<file path="src/rtl/des_f_sbox_ctrl.sv">
// DES round-function sequencer: forms E(R)^K, addresses the eight S-box ROMs,
// waits out their read latency and returns P(S-box result) through a valid/ready port.
module des_f_sbox_ctrl #(
  parameter int ROM_LAT = 1
) (
  input  logic        i_clk,
  input  logic        i_rstn,
  input  logic        i_in_valid,
  output logic        o_in_ready,
  input  logic [31:0] i_r_in,
  input  logic [47:0] i_k_in,
  output logic [15:0] o_sbox_row,
  output logic [31:0] o_sbox_col,
  input  logic [31:0] i_sbox_dout,
  output logic [31:0] o_f_out,
  output logic        o_out_valid,
  input  logic        i_out_ready
);

  typedef enum logic [1:0] {S_IDLE, S_ADDR, S_WAIT, S_DONE} state_t;

  localparam logic [1:0] LAT_M1 = 2'(ROM_LAT - 1);

  if (ROM_LAT < 1 || ROM_LAT > 4) begin : g_bad_rom_lat
    $error("des_f_sbox_ctrl: ROM_LAT=%0d is outside the legal range 1..4", ROM_LAT);
  end

  state_t      r_state;
  state_t      w_next;
  logic [1:0]  r_cnt;
  logic        r_in_ready;
  logic        r_out_valid;
  logic [15:0] r_row;
  logic [31:0] r_col;
  logic [31:0] r_f;
  logic [47:0] w_x;
  logic [15:0] w_row;
  logic [31:0] w_col;
  logic [31:0] w_p;
  logic        w_accept;
  logic        w_release;

  assign w_accept  = i_in_valid & r_in_ready;
  assign w_release = r_out_valid & i_out_ready;

  // E expansion: each 6-bit group borrows the neighbouring bit on either side, wrapping at the ends.
  assign w_x = {i_r_in[0], i_r_in[31:27], i_r_in[28:23], i_r_in[24:19], i_r_in[20:15],
                i_r_in[16:11], i_r_in[12:7], i_r_in[8:3], i_r_in[4:0], i_r_in[31]} ^ i_k_in;

  for (genvar g = 0; g < 8; g++) begin : g_addr
    assign w_row[15-2*g -: 2] = {w_x[47-6*g], w_x[42-6*g]};
    assign w_col[31-4*g -: 4] = w_x[46-6*g -: 4];
  end

  assign w_p = {i_sbox_dout[16], i_sbox_dout[25], i_sbox_dout[12], i_sbox_dout[11],
                i_sbox_dout[3],  i_sbox_dout[20], i_sbox_dout[4],  i_sbox_dout[15],
                i_sbox_dout[31], i_sbox_dout[17], i_sbox_dout[9],  i_sbox_dout[6],
                i_sbox_dout[27], i_sbox_dout[14], i_sbox_dout[1],  i_sbox_dout[22],
                i_sbox_dout[30], i_sbox_dout[24], i_sbox_dout[8],  i_sbox_dout[18],
                i_sbox_dout[0],  i_sbox_dout[5],  i_sbox_dout[29], i_sbox_dout[23],
                i_sbox_dout[13], i_sbox_dout[19], i_sbox_dout[2],  i_sbox_dout[26],
                i_sbox_dout[10], i_sbox_dout[21], i_sbox_dout[28], i_sbox_dout[7]};

  always_comb begin
    w_next = r_state;
    case (r_state)
      S_IDLE:  if (w_accept) w_next = S_ADDR;
      S_ADDR:  w_next = S_WAIT;
      S_WAIT:  if (r_cnt == 2'd0) w_next = S_DONE;
      S_DONE:  if (w_release) w_next = S_IDLE;
      default: w_next = S_IDLE;
    endcase
  end

  // in_ready is registered from the next state so it stays low while reset is held.
  always_ff @(posedge i_clk or negedge i_rstn) begin
    if (!i_rstn) begin
      r_state     <= S_IDLE;
      r_in_ready  <= 1'b0;
      r_cnt       <= 2'd0;
      r_row       <= 16'd0;
      r_col       <= 32'd0;
      r_f         <= 32'd0;
      r_out_valid <= 1'b0;
    end else begin
      r_state    <= w_next;
      r_in_ready <= (w_next == S_IDLE);
      if (r_state == S_IDLE && w_accept) begin
        r_row <= w_row;
        r_col <= w_col;
      end
      if (r_state == S_ADDR) begin
        r_cnt <= LAT_M1;
      end else if (r_state == S_WAIT && r_cnt != 2'd0) begin
        r_cnt <= r_cnt - 2'd1;
      end
      if (r_state == S_WAIT && r_cnt == 2'd0) begin
        r_f         <= w_p;
        r_out_valid <= 1'b1;
      end else if (w_release) begin
        r_out_valid <= 1'b0;
      end
    end
  end

  assign o_in_ready  = r_in_ready;
  assign o_sbox_row  = r_row;
  assign o_sbox_col  = r_col;
  assign o_f_out     = r_f;
  assign o_out_valid = r_out_valid;

endmodule

</file>
<file path="config.mk">
export PLATFORM = sky130hd
export DESIGN_NAME = des_f_sbox_ctrl
export DESIGN_NICKNAME = d
export VERILOG_FILES = /design/src/rtl/des_f_sbox_ctrl.sv
export SDC_FILE = /design/constraint.sdc
export NUM_CORES = 1
export LEC_CHECK = 0
export CAP_MARGIN = 20
export CORE_ASPECT_RATIO = 0.8
export CORE_UTILIZATION = 42
export DETAILED_ROUTE_END_ITERATION = 8
export HOLD_SLACK_MARGIN = 0.05
export PLACE_DENSITY = 0.86
export SLEW_MARGIN = 20
export SYNTH_ARGS = -nofsm -noshare
export SYNTH_HDL_FRONTEND = slang
export SYNTH_SLANG_ARGS = --single-unit
</file>
<file path="constraint.sdc">
create_clock -name i_clk -period 3.4 [get_ports i_clk]
set_clock_uncertainty 0.1 [all_clocks]
set_input_delay 0.85 -clock i_clk [delete_from_list [all_inputs] [get_ports i_clk]]
set_output_delay 0.85 -clock i_clk [all_outputs]
set_load 0.02 [all_outputs]
</file>
Yosys cells after proc, flatten, opt, wreduce, memory -nomap -nowiden:

Cells that the tools add are included.

* $add $sub $neg: 1
* eq/ne operators: 3
* muxes and demuxes: 8
* bitwise logic cells: 3
* reduce and logical (&&, ||, !) cells: 9

Operators with widths (count)
* bitwise XOR 48 bit: 1
* two-way mux 2 bit: 5
* case mux 2 bit (4 select lines): 1
* zero test 2 bit: 3
* nonzero test 2 bit: 3
* == test 2 bit, second input constant: 2
* logical AND 1 bit: 3
* bitwise AND 1 bit: 2
* == test 2 x 1 -> 1 bit, second input constant: 1
* two-way mux 1 bit: 2
* subtractor 2 x 1 -> 2 bit, second input constant: 1

* bits in registers: 86
* input port bits: 116
* output and inout port bits: 82
* word-level logic and storage cells: 31

Depth between registers and ports, before layout:

Gate-level depths: netlist (run 1).

* depth in word-level cells: 4
* gate-level depth with buffers: 6
* depth with buffers taken out: 5

Worst setup path after synthesis (run 1):

No wires, ideal clock.

* path type: input to register
* start: input i_in_valid
* end: register r_col[10] (netlist: o_sbox_col[10])
* library setup time: 0.077 ns
* data arrival time: 1.537 ns
* required time: 3.223 ns
* setup slack: 1.686 ns
* stages: 5
* buffers on the path: 3
* cells stage by stage: and4bb_2 -> buf_6 -> buf_6 -> buf_6 -> a21oi_1

* word-level cells in the longest chain between the ends: 2

Ends and longest elaborated chain
* start: declaration: line 8 `input logic i_in_valid,`
* bitwise AND 1 bit: line 43 `assign w_accept = i_in_valid & r_in_ready;`
* logical AND 1 bit: line 88 `if (r_state == S_IDLE && w_accept) begin`
* end signal: assignment: line 90 `r_col <= w_col;`
* end: declaration: line 34 `logic [31:0] r_col;`

No other way between the ends.
A chain may end at the register's enable or synchronous reset.

Final worst setup path (run 1):

* start: register r_row[6] (netlist: o_sbox_row[6])
* end: output o_sbox_row[6]

RTL lines
* start: declaration: line 33 `logic [15:0] r_row;`
* start signal: assignment: line 89 `r_row <= w_row;`
* end: declaration: line 12 `output logic [15:0] o_sbox_row,`

No word-level cell between the ends.

==> results.cfg, run 1 <==
[clock_network]
cts_tree = done
cts.sinks = 86
cts_buffer_depth = 2
post-cts-setup-buffers = 0
clk_latency_ns = 0.34
clkTransAtPathRegs_ns = 0.08
holdBufCountCts = 0
numCtsBuffers = 9
post_cts_resized = 0
cts_root_buf = clkbuf_8
cts_max_level = 3

[synth]
syn_area_sq_um = 3618
ys_top_cells_by_count = dfrtp_1 (86), a21oi_1 (50), nor2_1 (49)
post_synth.cell_area_avg_sq_um = 12.10
yosysTopAreaCell = dfrtp_1
synth.net_count = 416
ys_types = 22
synth_cells = 299
ys_warn_count = 0
synth_top_cell_area_share_pct = 59.47
synth_most_common_cell = dfrtp_1
yosys_most_used_dff = dfrtp_1
ys_seq_area_share_pct = 59.47
netlist_top_cells_area = dfrtp_1 (59%), xnor2_1 (12%), mux2_2 (9.6%), a21oi_1 (6.9%), nor2_1 (5.1%)
ys_seq_elements = 86
async_reset_ff_share_pct = 100.0
synth-edff-count = 0

[grt]
antenna_found_initial = 0
grt_pass1_vias = 2869
grtUsageTotal_pct = 20.89
grt_max_degree = 87
grt_pass1_wl_mm = 14.32
grt_overflow_total = 0

[power_and_ir_drop]
power_density_nw_per_um2 = 784.0
leakage_nw = 2.435
ir_drop_v = 0.0004503

[place]
post_dp_cell_area_sq_um = 5628
post-dp-hpwl_mm = 6.681
finalWeightedCongestion = 0.7977
io_buffer_count = 197

[timing]
setup_viol = 0
fmax_mhz = 434.9
hold_ws_ns = 0.3991
period_needed_ns = 2.299
hold_viol = 0
tightestPinTransition_ns = 0.7455
rsz0062_at_grt = no
drv_slew = 0
final.period_utilization_pct = 67.63
slew_headroom_pct = 50.30
tns_ns = 0

[routing]
via_per_inst = 4.704
drc = 0
vias = 2846
routed.top_layer = met4
drt-total-wl_mm = 8.849
detail_route.wl_per_cell_um = 14.63
met2WireLength_mm = 4.342
route.met3.wl_um = 763
drtAntennaViolNets = 0
first_iter_violations = 75
wl_met1_mm = 3.657
dr.pass1.iters = 4

[layout]
drive_gt1_share_pct = 10.06
area_growth_pct = 62.48
num_antenna_cells = 0
layout.nets = 609
final_area_sq_um = 5879

[critical_path]
cp.arrival_ns = 1.35
start_kind = flop
cp_num_buf_inv = 1
slowest_stage = clkdlybuf4s50_1
cp_cell_sequence = clkdlybuf4s50_1
cp-end-kind = output pin
worstSetupPathType = reg2out
crit_path_max_fanout = 2
max_stage_delay_ns = 0.62
crit_required_ns = 2.45
critPathTopFamily = buffers and inverters

[floorplan]
fp.coreArea_sq_um = 8128
dieWidth_um = 105.8
die_height_um = 85.02
start_util_pct = 44.52
placementRows = 29
die-area_sq_um = 8993
pin_count = 198

[flow_run]
maxCapViolCount = 0

[worst_hold_path]
min_path_type = reg2reg

[outcome]
status = complete, no violations
## worst paths after layout
path	start	endpoint	slack, ns	depth (start not counted)
max	o_sbox_row[6]	o_sbox_row[6]	1.10	1
min	o_f_out[26]	o_f_out[26]	0.40	1
max reg2reg	r_cnt[0]	o_f_out[26]	1.53	4
min reg2reg	o_f_out[26]	o_f_out[26]	0.40	1
max in group asynchronous	i_rstn	o_out_valid	2.24	1
min in group asynchronous	i_rstn	o_f_out[3]	0.45	1
## report_power, final
part           internal, mW  leakage [nW]  total (mW)  switching (mW)
logic                  1.13          1.23        2.11           0.980
clock network         0.510         0.120       0.861           0.351
registers              1.42          1.08        1.64           0.222
total                  3.06          2.43        4.61            1.55
## logic make-up (layout without fill, tap and decap cells)
group	Yosys count	count (layout)	synth area share, %
xor gates and xnor gates	48	48	11.62
and+or+nand+nor	55	55	6.604
muxes	32	32	9.958
adders and majority gates	1	1	0.3457
DFF	86	86	59.47
AOI/OAI and AO/OA	57	57	8.299
buffers and inverters	20	218	3.700
## routing by layer
metal  vias up  track usage, %
li1       1372               -
met1      1331           25.64
met2       135           34.88
met3         8           7.296
met4         0           6.439
met5         -               0
## cell type report
class,count,area (sq um)
Fill cell,562,2248
Sequential cell,86,2152
Timing Repair Buffer,198,1993
Multi-Input combinational cell,193,1336
Clock buffer,11,141.4
Tap cell,108,135.1
Clock inverter,5,106.4
Inverter,4,15.01
## worst register-to-register path: stages, from the launching register on
cell and delay (ns):
dfrtp_1 0.42, inv_1 0.08, ha_1 0.28, nand3b_4 0.41, mux2_1 0.47
## cell usage in the layout, fill, tap and decap left out, drive strengths merged, types with 2 or more instances in the layout
cell type,instances
dfrtp,86
o21ai,2
bufinv,3
a22o,2
clkbuf,11
mux2,32
buf,2
clkdlybuf4s50,196
a21oi,50
xnor2,48
inv,4
nor2,49
## sequential cells by signal (all words and copies together), names as in the netlist
signal,flops
o_f_out,32
o_in_ready,1
o_out_valid,1
o_sbox_col,32
o_sbox_row,16
r_cnt,2
r_state,2
## stage by stage
stage               util, %  power [mW]  worst slack [ns]  instances
global route          72.34       4.868             1.027        605
finish                72.34       4.610             1.101        605
detailed placement    69.24       3.788            0.8433        589
global placement      69.24       3.724            0.9026        589
CTS                   72.29       4.662             1.067        605
floorplan                 -       2.714             1.686        299
No activity file was read; power rests on OpenSTA's default activity.
==> run 2: changes to the inputs <==
--- a/config.mk
+++ b/config.mk
@@ -7,10 +7,10 @@
 export LEC_CHECK = 0
 export CAP_MARGIN = 20
 export CORE_ASPECT_RATIO = 0.8
-export CORE_UTILIZATION = 42
+export CORE_UTILIZATION = 35
 export DETAILED_ROUTE_END_ITERATION = 8
 export HOLD_SLACK_MARGIN = 0.05
-export PLACE_DENSITY = 0.86
+export PLACE_DENSITY = 0.76
 export SLEW_MARGIN = 20
 export SYNTH_ARGS = -nofsm -noshare
 export SYNTH_HDL_FRONTEND = slang
==> constraint.sdc (replaced) <==
create_clock -name i_clk -period 2.1 [get_ports i_clk]
set_clock_uncertainty 0.1 [all_clocks]
set_input_delay 0.525 -clock i_clk [delete_from_list [all_inputs] [get_ports i_clk]]
set_output_delay 0.525 -clock i_clk [all_outputs]
set_load 0.02 [all_outputs]
==> run 2 against run 1 <==
Effect of this change: utilization shrank 11 points; non-clock buffer count up 5; sequential share of layout area down 0.81 points; final cell count grew 5.5%; clock-buffer cell count is 1 lower; setup slack lost 0.95 ns; total power increased by 64%.
==> results.cfg, run 2 (same netlist as run 1, synthesis figures left out) <==
[timing]
tns_ns = 0
tightestPinTransition_ns = 0.4382
setup_viol = 0
hold_ws_ns = 0.4015
fmax_mhz = 512.0
hold_viol = 0
final.period_utilization_pct = 93.00
drv_slew = 0
rsz0062_at_grt = no
slew_headroom_pct = 70.78
period_needed_ns = 1.953

[grt]
grtUsageTotal_pct = 16.80
antenna_found_initial = 0
grt_overflow_total = 0
grt_max_degree = 59
grt_pass1_vias = 2954
grt_pass1_wl_mm = 13.89

[floorplan]
die-area_sq_um = 10750
dieWidth_um = 115.7
placementRows = 32
fp.coreArea_sq_um = 9849
start_util_pct = 36.74
pin_count = 198
die_height_um = 92.95

[critical_path]
cp_num_buf_inv = 1
ff2ff_path_depth = 5
r2r-end = o_f_out[12]
crit_path_max_fanout = 2
cp-end-kind = output pin
worstSetupPathType = reg2out
critPathTopFamily = buffers and inverters
rr_startpoint = r_cnt[0]
start_kind = flop
crit_required_ns = 1.47
rrSetupSlack_ns = 0.27
max_stage_delay_ns = 0.63
cp_cell_sequence = clkdlybuf4s50_1
cp.arrival_ns = 1.33
slowest_stage = clkdlybuf4s50_1

[worst_hold_path]
holdPathEnd = o_f_out[19]
holdCritStartpoint = o_f_out[19]
hold_depth = 1
min_path_type = reg2reg

[clock_network]
cts_max_level = 3
cts.sinks = 86
cts_buffer_depth = 2
clk_latency_ns = 0.32
clkTransAtPathRegs_ns = 0.06
cts_tree = done
post-cts-setup-buffers = 0
numCtsBuffers = 9
cts_root_buf = clkbuf_16

[power_and_ir_drop]
power_density_nw_per_um2 = 1256
leakage_nw = 2.476
total_power_mw = 7.549
ir_drop_v = 0.0004729

[layout]
drive_gt1_share_pct = 10.96
final_common_cell = clkdlybuf4s50_1
fin_cells = 638
area_growth_pct = 66.15
final_area_sq_um = 6012
final_cell_mix = clkdlybuf4s50_1 (196), dfrtp_1 (86), a21oi_1 (50), nor2_1 (49), xnor2_1 (48)
num_antenna_cells = 0
nFillCells = 851
layout.nets = 614

[routing]
drc = 0
via_per_inst = 4.469
detail_route.wl_per_cell_um = 13.95
dr.pass1.iters = 4
vias = 2851
drtAntennaViolNets = 0
first_iter_violations = 78
drt-total-wl_mm = 8.897

[place]
io_buffer_count = 197
finalWeightedCongestion = 0.7128
dp_cells = 621
post_dp_cell_area_sq_um = 5718
post-dp-hpwl_mm = 6.963

[flow_run]
maxCapViolCount = 0

[outcome]
status = complete, no violations
[run 2: cell types whose count changed in the layout (fill, tap and decap cells not counted), moves of 2 or more]
cell and change:
clkinvlp_4 +2, clkbuf_8 -9, bufinv_16 -3, buf_4 +3
inv_6 +2, clkbuf_16 +9, buf_12 +2
[run 2: power by group]
part / total, mW / switching (mW) / internal (mW) / leakage (nW)
sequential: 2.66 / 0.353 / 2.31 / 1.08
clock: 1.47 / 0.631 / 0.839 / 0.132
combinational: 3.42 / 1.58 / 1.84 / 1.26
[run 2: timing repair]
action	4_1_cts	5_1_grt
endpoints found under the hold margin	25	0
resized for setup	0	0
hold buffers	1	0
[run 2: how the worst max path moves through the flow]
stage / startpoint / endpoint / slack, ns / depth (start not counted)
floorplan: r_cnt[0] / o_f_out[10] / 0.55 / 5
global placement: i_in_valid / o_sbox_col[17] / 0.25 / 5
detailed placement: i_in_valid / o_sbox_col[22] / 0.17 / 5
CTS: o_sbox_row[10] / o_sbox_row[10] / 0.13 / 1
global route: o_sbox_col[3] / o_sbox_col[3] / 0.11 / 1
finish: o_sbox_row[10] / o_sbox_row[10] / 0.15 / 1
[run 2: final cells by class]
type	instances	area [sq um]	area share, %
flip-flops and latches	86	2152	35.80
clock inverters	6	45.04	0.7492
clock buffers	10	239.0	3.975
repair buffers	203	2054	34.17
multi-input cells	193	1336	22.23
well taps	136	170.2	2.830
inverters	4	15.01	0.2497
[run 2: metal layers]
metal	vias to the layer above	wire length [um]	GRT usage (%)
li1	1396	-	-
met1	1322	3690	19.32
met4	0	48	4.167
met5	-	0	0
met2	129	4394	29.79
met3	4	764	5.759
[run 2: through the flow]
| step | util, % | worst slack, ns |
|---|---|---|
| after floorplan | - | 0.5454 |
| after global placement | 58.05 | 0.2516 |
| after detailed placement | 58.05 | 0.1688 |
| after CTS | 61.04 | 0.1290 |
| after global routing | 61.04 | 0.1051 |
| final | 61.04 | 0.1470 |
